## src/rtl/gate_switch_pkg.sv

```systemverilog
// Shared types and sizes for the gate/switch-level full-adder equivalence fixture.
package gate_switch_pkg;

  localparam int N_SUM_VARIANTS   = 5;
  localparam int N_CARRY_VARIANTS = 3;

  // sum[0..3] = xor, sop, nand, nor; sum[4] = switch-level
  // carry[0..2] = and/or, half-adder reuse, switch-level
  typedef struct packed {
    logic [N_SUM_VARIANTS-1:0]   sum;
    logic [N_CARRY_VARIANTS-1:0] carry;
  } fa_result_t;

  function automatic logic sum_disagree(input logic [N_SUM_VARIANTS-1:0] v);
    return !((&v) || !(|v));
  endfunction

  function automatic logic carry_disagree(input logic [N_CARRY_VARIANTS-1:0] v);
    return !((&v) || !(|v));
  endfunction

endpackage

```

## src/rtl/tg_mux2.sv

```systemverilog
// Transmission-gate 2:1 mux model: y follows d1 when sel is high, d0 otherwise.
module tg_mux2 (
  input  logic d0,
  input  logic d1,
  input  logic sel,
  output logic y
);

  assign y = sel ? d1 : d0;

endmodule

```

## src/rtl/gate_switch_adder.sv

```systemverilog
// Registered full adder built from several independent gate/switch netlists,
// with a registered flag raised whenever the implementations disagree.
module gate_switch_adder
  import gate_switch_pkg::*;
(
  input  logic clk,
  input  logic rst_n,
  input  logic a,
  input  logic b,
  input  logic c,
  output logic y0,
  output logic y0_2,
  output logic y0_3,
  output logic y0_4,
  output logic y1,
  output logic y1_2,
  output logic y0_s,
  output logic y1_s,
  output logic mismatch
);

  // Sum variant 1: cascaded XOR; ab_x is also the half-adder term for carry variant 2
  (* keep = "true" *) wire ab_x, s1_out;
  xor g_x1 (ab_x, a, b);
  xor g_x2 (s1_out, ab_x, c);

  // Sum variant 2: odd-parity minterms
  (* keep = "true" *) wire sp_na, sp_nb, sp_nc, sp_m1, sp_m2, sp_m3, sp_m4, s2_out;
  not g_sp_na (sp_na, a);
  not g_sp_nb (sp_nb, b);
  not g_sp_nc (sp_nc, c);
  and g_sp_m1 (sp_m1, sp_na, sp_nb, c);
  and g_sp_m2 (sp_m2, sp_na, b, sp_nc);
  and g_sp_m3 (sp_m3, a, sp_nb, sp_nc);
  and g_sp_m4 (sp_m4, a, b, c);
  or  g_sp_or (s2_out, sp_m1, sp_m2, sp_m3, sp_m4);

  // Sum variant 3: two four-NAND XOR cells
  (* keep = "true" *) wire n_ab, n_a, n_b, x_ab, n_xc, n_x, n_c, s3_out;
  nand g_n1 (n_ab, a, b);
  nand g_n2 (n_a, a, n_ab);
  nand g_n3 (n_b, b, n_ab);
  nand g_n4 (x_ab, n_a, n_b);
  nand g_n5 (n_xc, x_ab, c);
  nand g_n6 (n_x, x_ab, n_xc);
  nand g_n7 (n_c, c, n_xc);
  nand g_n8 (s3_out, n_x, n_c);

  // Sum variant 4: two four-NOR XNOR cells; xnor(xnor(a,b),c) equals a^b^c
  (* keep = "true" *) wire r_ab, r_a, r_b, xn_ab, r_xc, r_x, r_c, s4_out;
  nor g_r1 (r_ab, a, b);
  nor g_r2 (r_a, a, r_ab);
  nor g_r3 (r_b, b, r_ab);
  nor g_r4 (xn_ab, r_a, r_b);
  nor g_r5 (r_xc, xn_ab, c);
  nor g_r6 (r_x, xn_ab, r_xc);
  nor g_r7 (r_c, c, r_xc);
  nor g_r8 (s4_out, r_x, r_c);

  // Carry variants 1 and 2
  (* keep = "true" *) wire c_ab, c_ac, c_bc, c1_out, k_ab, k_xc, c2_out;
  and g_c_ab (c_ab, a, b);
  and g_c_ac (c_ac, a, c);
  and g_c_bc (c_bc, b, c);
  or  g_c_or (c1_out, c_ab, c_ac, c_bc);
  and g_k_ab (k_ab, a, b);
  and g_k_xc (k_xc, c, ab_x);
  or  g_k_or (c2_out, k_ab, k_xc);

  // Switch-level path: p = a^b steers both the sum and the carry selection
  (* keep = "true" *) wire sw_an, sw_p, sw_pn, ss_out, cs_out;
  not g_sw_an (sw_an, a);
  not g_sw_pn (sw_pn, sw_p);

  tg_mux2 u_mux_p (
    .d0  (a),
    .d1  (sw_an),
    .sel (b),
    .y   (sw_p)
  );

  tg_mux2 u_mux_sum (
    .d0  (sw_p),
    .d1  (sw_pn),
    .sel (c),
    .y   (ss_out)
  );

  tg_mux2 u_mux_carry (
    .d0  (a),
    .d1  (c),
    .sel (sw_p),
    .y   (cs_out)
  );

  fa_result_t res_d;
  fa_result_t res_q;
  logic       mismatch_q;

  assign res_d.sum   = {ss_out, s4_out, s3_out, s2_out, s1_out};
  assign res_d.carry = {cs_out, c2_out, c1_out};

  always_ff @(posedge clk or negedge rst_n) begin
    if (!rst_n) begin
      res_q      <= '0;
      mismatch_q <= 1'b0;
    end else begin
      res_q      <= res_d;
      mismatch_q <= sum_disagree(res_q.sum) | carry_disagree(res_q.carry);
    end
  end

  assign y0       = res_q.sum[0];
  assign y0_2     = res_q.sum[1];
  assign y0_3     = res_q.sum[2];
  assign y0_4     = res_q.sum[3];
  assign y0_s     = res_q.sum[4];
  assign y1       = res_q.carry[0];
  assign y1_2     = res_q.carry[1];
  assign y1_s     = res_q.carry[2];
  assign mismatch = mismatch_q;

endmodule

```

## config.mk

```make
export PLATFORM = sky130hd
export DESIGN_NAME = gate_switch_adder
export DESIGN_NICKNAME = d
export VERILOG_FILES = /design/src/rtl/gate_switch_pkg.sv /design/src/rtl/tg_mux2.sv /design/src/rtl/gate_switch_adder.sv
export SDC_FILE = /design/constraint.sdc
export NUM_CORES = 1
export LEC_CHECK = 0
export CAP_MARGIN = 5
export CORE_AREA = 5 5 42 44
export DETAILED_ROUTE_END_ITERATION = 10
export DIE_AREA = 0 0 47 49
export PLACE_DENSITY = 0.7
export SLEW_MARGIN = 10
export SYNTH_ARGS = -nofsm -noshare
export SYNTH_HDL_FRONTEND = slang
export SYNTH_SLANG_ARGS = --single-unit
```

## constraint.sdc

```tcl
create_clock -name clk -period 0.8 [get_ports clk]
set_input_delay 0.16 -clock clk [delete_from_list [all_inputs] [get_ports clk]]
set_output_delay 0.16 -clock clk [all_outputs]
set_load 0.1 [all_outputs]
```

Word-level counts from Yosys, hierarchy flattened
Cells that the tools add are included.
{ "word_totals": {"register_bits": 9, "latchBits": 0, "mem_bits_rw": 0, "mem_bits_ro": 0, "output_inout_bits": 9, "n_memories": 0} }
{ "op_classes": {"n_addsub": 0, "multipliers": 0, "div": 0, "order_cmp": 0, "eq_ne": 0, "n_shift": 0, "muxes": 3, "bitwise": 43, "reduce_logical": 16} }
{ "ops": {"columns": ["op", "count"], "rows": [
  ["$not 1->1", 20],
  ["$reduce_and 3->1", 5],
  ["$and 1x1->1", 11],
  ["$or 1x1->1", 10],
  ["$reduce_or 3->1", 2],
  ["$reduce_and 5->1", 1],
  ["$reduce_or 5->1", 1],
  ["$logic_not 1->1", 4],
  ["$reduce_or 4->1", 1],
  ["$mux 1", 3],
  ["$logic_or 1x1->1", 2],
  ["$xor 1x1->1", 2]
]} }

Logic depth before layout (Yosys ltp)
{ "depth": {"word_depth": 12, "depth_mapped": 5, "mapped_depth_nobuf": 5} }

Cells and area by module
A second synthesis with hierarchy kept.
{ "hier_totals": {"cells_unflattened": 53, "area_unflattened_um2": 531.8} }
{ "by_module_without_submodules": {"columns": ["module", "n_inst", "cells_per_inst", "area_per_inst_um2"], "rows": [
  ["gate_switch_adder", 1, 50, 486.7],
  ["tg_mux2", 3, 1, 15.0]
]} }

Worst setup path before layout
OpenSTA, ideal clock, no wires.
{ "synth_path": {"path_kind": "reg2out", "start": "reg, netlist name y0_4", "end": "out y0_2", "arrival_time_ns": 1.374, "required_time_ns": 0.640, "path_slack_ns": -0.734, "path_stages_with_launch": 2, "path_buffers": 1, "cell_sequence": "dfrtp_1 -> buf_4"} }
{ "synth_rtl": {"columns": ["item", "line", "text"], "rows": [
  ["end, declared", "gate_switch_adder.sv:12", "output logic y0_2,"]
]} }

==> metrics.md <==
| Metric | Value |
|---|---|
| Run status | `finished with violations` |
| Failing checks | `setup timing` |
| Antenna violations before repair | `0` |
| Vias in the first global route | `around 170` |
| Unrepaired setup endpoints after global routing | `yes` |
| Initial DRC Count | `0` |
| LEAKAGE | `between 0.2 and 0.25 nW` |
| Fmax | `0.889 GHz` |
| Detailed Routing Iterations Pass 1 | `1` |
| H-tree depth | `1` |
| Mapped Area | `198 um^2` |
| Num rows | `14` |
| Worst setup margin | `-324 ps` |
| Ys Warns | `0` |
| Data arrival, critical path | `960 ps` |
| First-pass GRT wire length | `690 um` |
| Cts hold-fix bufs | `0` |
| Largest net degree at the start of global routing | `6` |
| Crit-path cells | `buf_12` |
| Clock Path Buffers | `2` |
| Final min period | `1120 ps` |
| Worst Setup End Kind | `primary output` |
| # setup viols final | `10` |
| GRT Util Overall | `0.0495` |
| CP required | `640 ps` |
| Avg WL per Cell | `8.78 um` |
| Starting Density | `0.141` |
| Slew HR | `0.877` |
| CTS tree | `yes` |
| ANT cells | `0` |
| Routed WL | `395 um` |
| Setup tns final | `-2730 ps` |
| Max IR drop VDD | `699 uV` |
| Layout Cells excl Fill | `45` |
| # IOs | `14` |
| Power per standard cell area | `2780 nW/um^2` |
| Setup Skew | `approximately 1.3 ps` |
| Final Wtd Congestion | `~0.63` |
| Crit Path Class | `flip-flop to primary output` |
| Least-Margin Pin Slew | `184 ps` |
| Via/cell ratio | `3.27` |
| Die Ht | `49 um` |
| Num CTS Buffers | `3` |
| Crit Path Max Fanout | `5` |
| Clock tree sinks | `4` |
| Final net count | `38` |
| Post-Place Cells | `41` |
| Clock Latency Late Sink | `approximately 230 ps` |
| Hold WC Path Type | `input pin to asynchronous set/reset pin` |
| CTS root buf | `clkbuf_4` |
| Grt ovf | `0` |
| CP top delay family | `flip-flops` |
| Cell count after synthesis | `15` |
| CP startpoint kind | `flip-flop` |
| DIE AREA | `2300 um^2` |
| Crit path buf inv count | `1` |
| Core area | `1400 um^2` |
| Fraction of layout cells with a size suffix above 1 | `0.862` |
| Area Overhead vs Synth | `144%` |
| CTS clock-pin slew for the worst setup and hold paths | `40 ps` |
| DRC violations left | `0` |
| Most common cell after layout, fill and taps aside | `buf_12` |
| Port bufs | `13` |
| Via total after detailed routing | `147` |
| Mean Syn Cell Area | `13.2 um^2` |
| Slew Viols, Final | `0` |
| Period utilisation layout | `1.41` |
| Synthesized net count | `22` |
| Die width | `47 um` |
| Remaining antenna violation count | `0` |
| CP max stage cell | `dfrtp_4` |
| Slowest stage delay, CP | `approximately 540 ps` |
| Most used cells in the layout excluding fill and tap cells | `9 x buf_12, 4 x dfrtp_4, 3 x clkbuf_4, 2 x buf_2, 2 x buf_4` |
| MaxCap Viol Count | `0` |
| Fin. Hold Viols | `0` |
## stage by stage
step	hold slack, ps	power [mW]	setup slack, ps	instance area [um^2]	util
final	131	1.34	-324	482	0.344
after global routing	123	1.40	-363	482	0.344
after global placement	373	1.09	-654	459	0.328
after floorplan	-136	0.918	-246	304	-
after CTS	126	1.36	-337	482	0.344
after detailed placement	377	1.10	-671	459	0.328
## final timing paths
check,to,slack (ps),start,depth (start not counted)
max,y0_2,-320,y0_4$_DFF_PN0_,1
min,mismatch$_DFF_PN0_,130,rst_n,1
max reg2reg,mismatch$_DFF_PN0_,-70,y1_s$_DFF_PN0_,2
min reg2reg,mismatch$_DFF_PN0_,560,y1_2$_DFF_PN0_,1
max in group asynchronous,y1_2$_DFF_PN0_,480,rst_n,1
min in group clk,y1_s$_DFF_PN0_,340,c,2
## final cells by class
| cell class | instances | area, um^2 |
|---|---|---|
| fillers | 142 | 920 |
| repair buffers | 16 | 235 |
| flip-flops and latches | 4 | 115 |
| multi-input cells | 4 | 68.8 |
| clock buffers | 3 | 22.5 |
| inverters | 2 | 20.0 |
| well taps | 16 | 20.0 |
## sequential cells by signal (all words and copies together) (netlist names)
signal,flops
y1_s,1
mismatch,1
y0_4,1
y1_2,1
## layer usage
layer	global-route usage	wire length, um
met1	0.0468	122
met2	0.0566	180
met3	0.0443	92
met4	0.0553	0
met5	0	0
## power by group
| group | total, mW | switching (mW) | leakage [nW] | internal [mW] |
|---|---|---|---|---|
| clock network | 0.246 | 0.0783 | 0.0138 | 0.168 |
| logic | 0.793 | 0.513 | 0.155 | 0.280 |
| registers | 0.299 | 0.0525 | 0.0430 | 0.247 |
| total | 1.34 | 0.643 | 0.212 | 0.694 |
## what timing repair did
action / 4_1_cts / 5_1_grt
pin swaps: 0 / 1
gates resized for setup: 10 / 1
endpoints found under the setup margin: 12 / 11
setup buffers: 1 / 1
(Power assumes the default switching activity.)
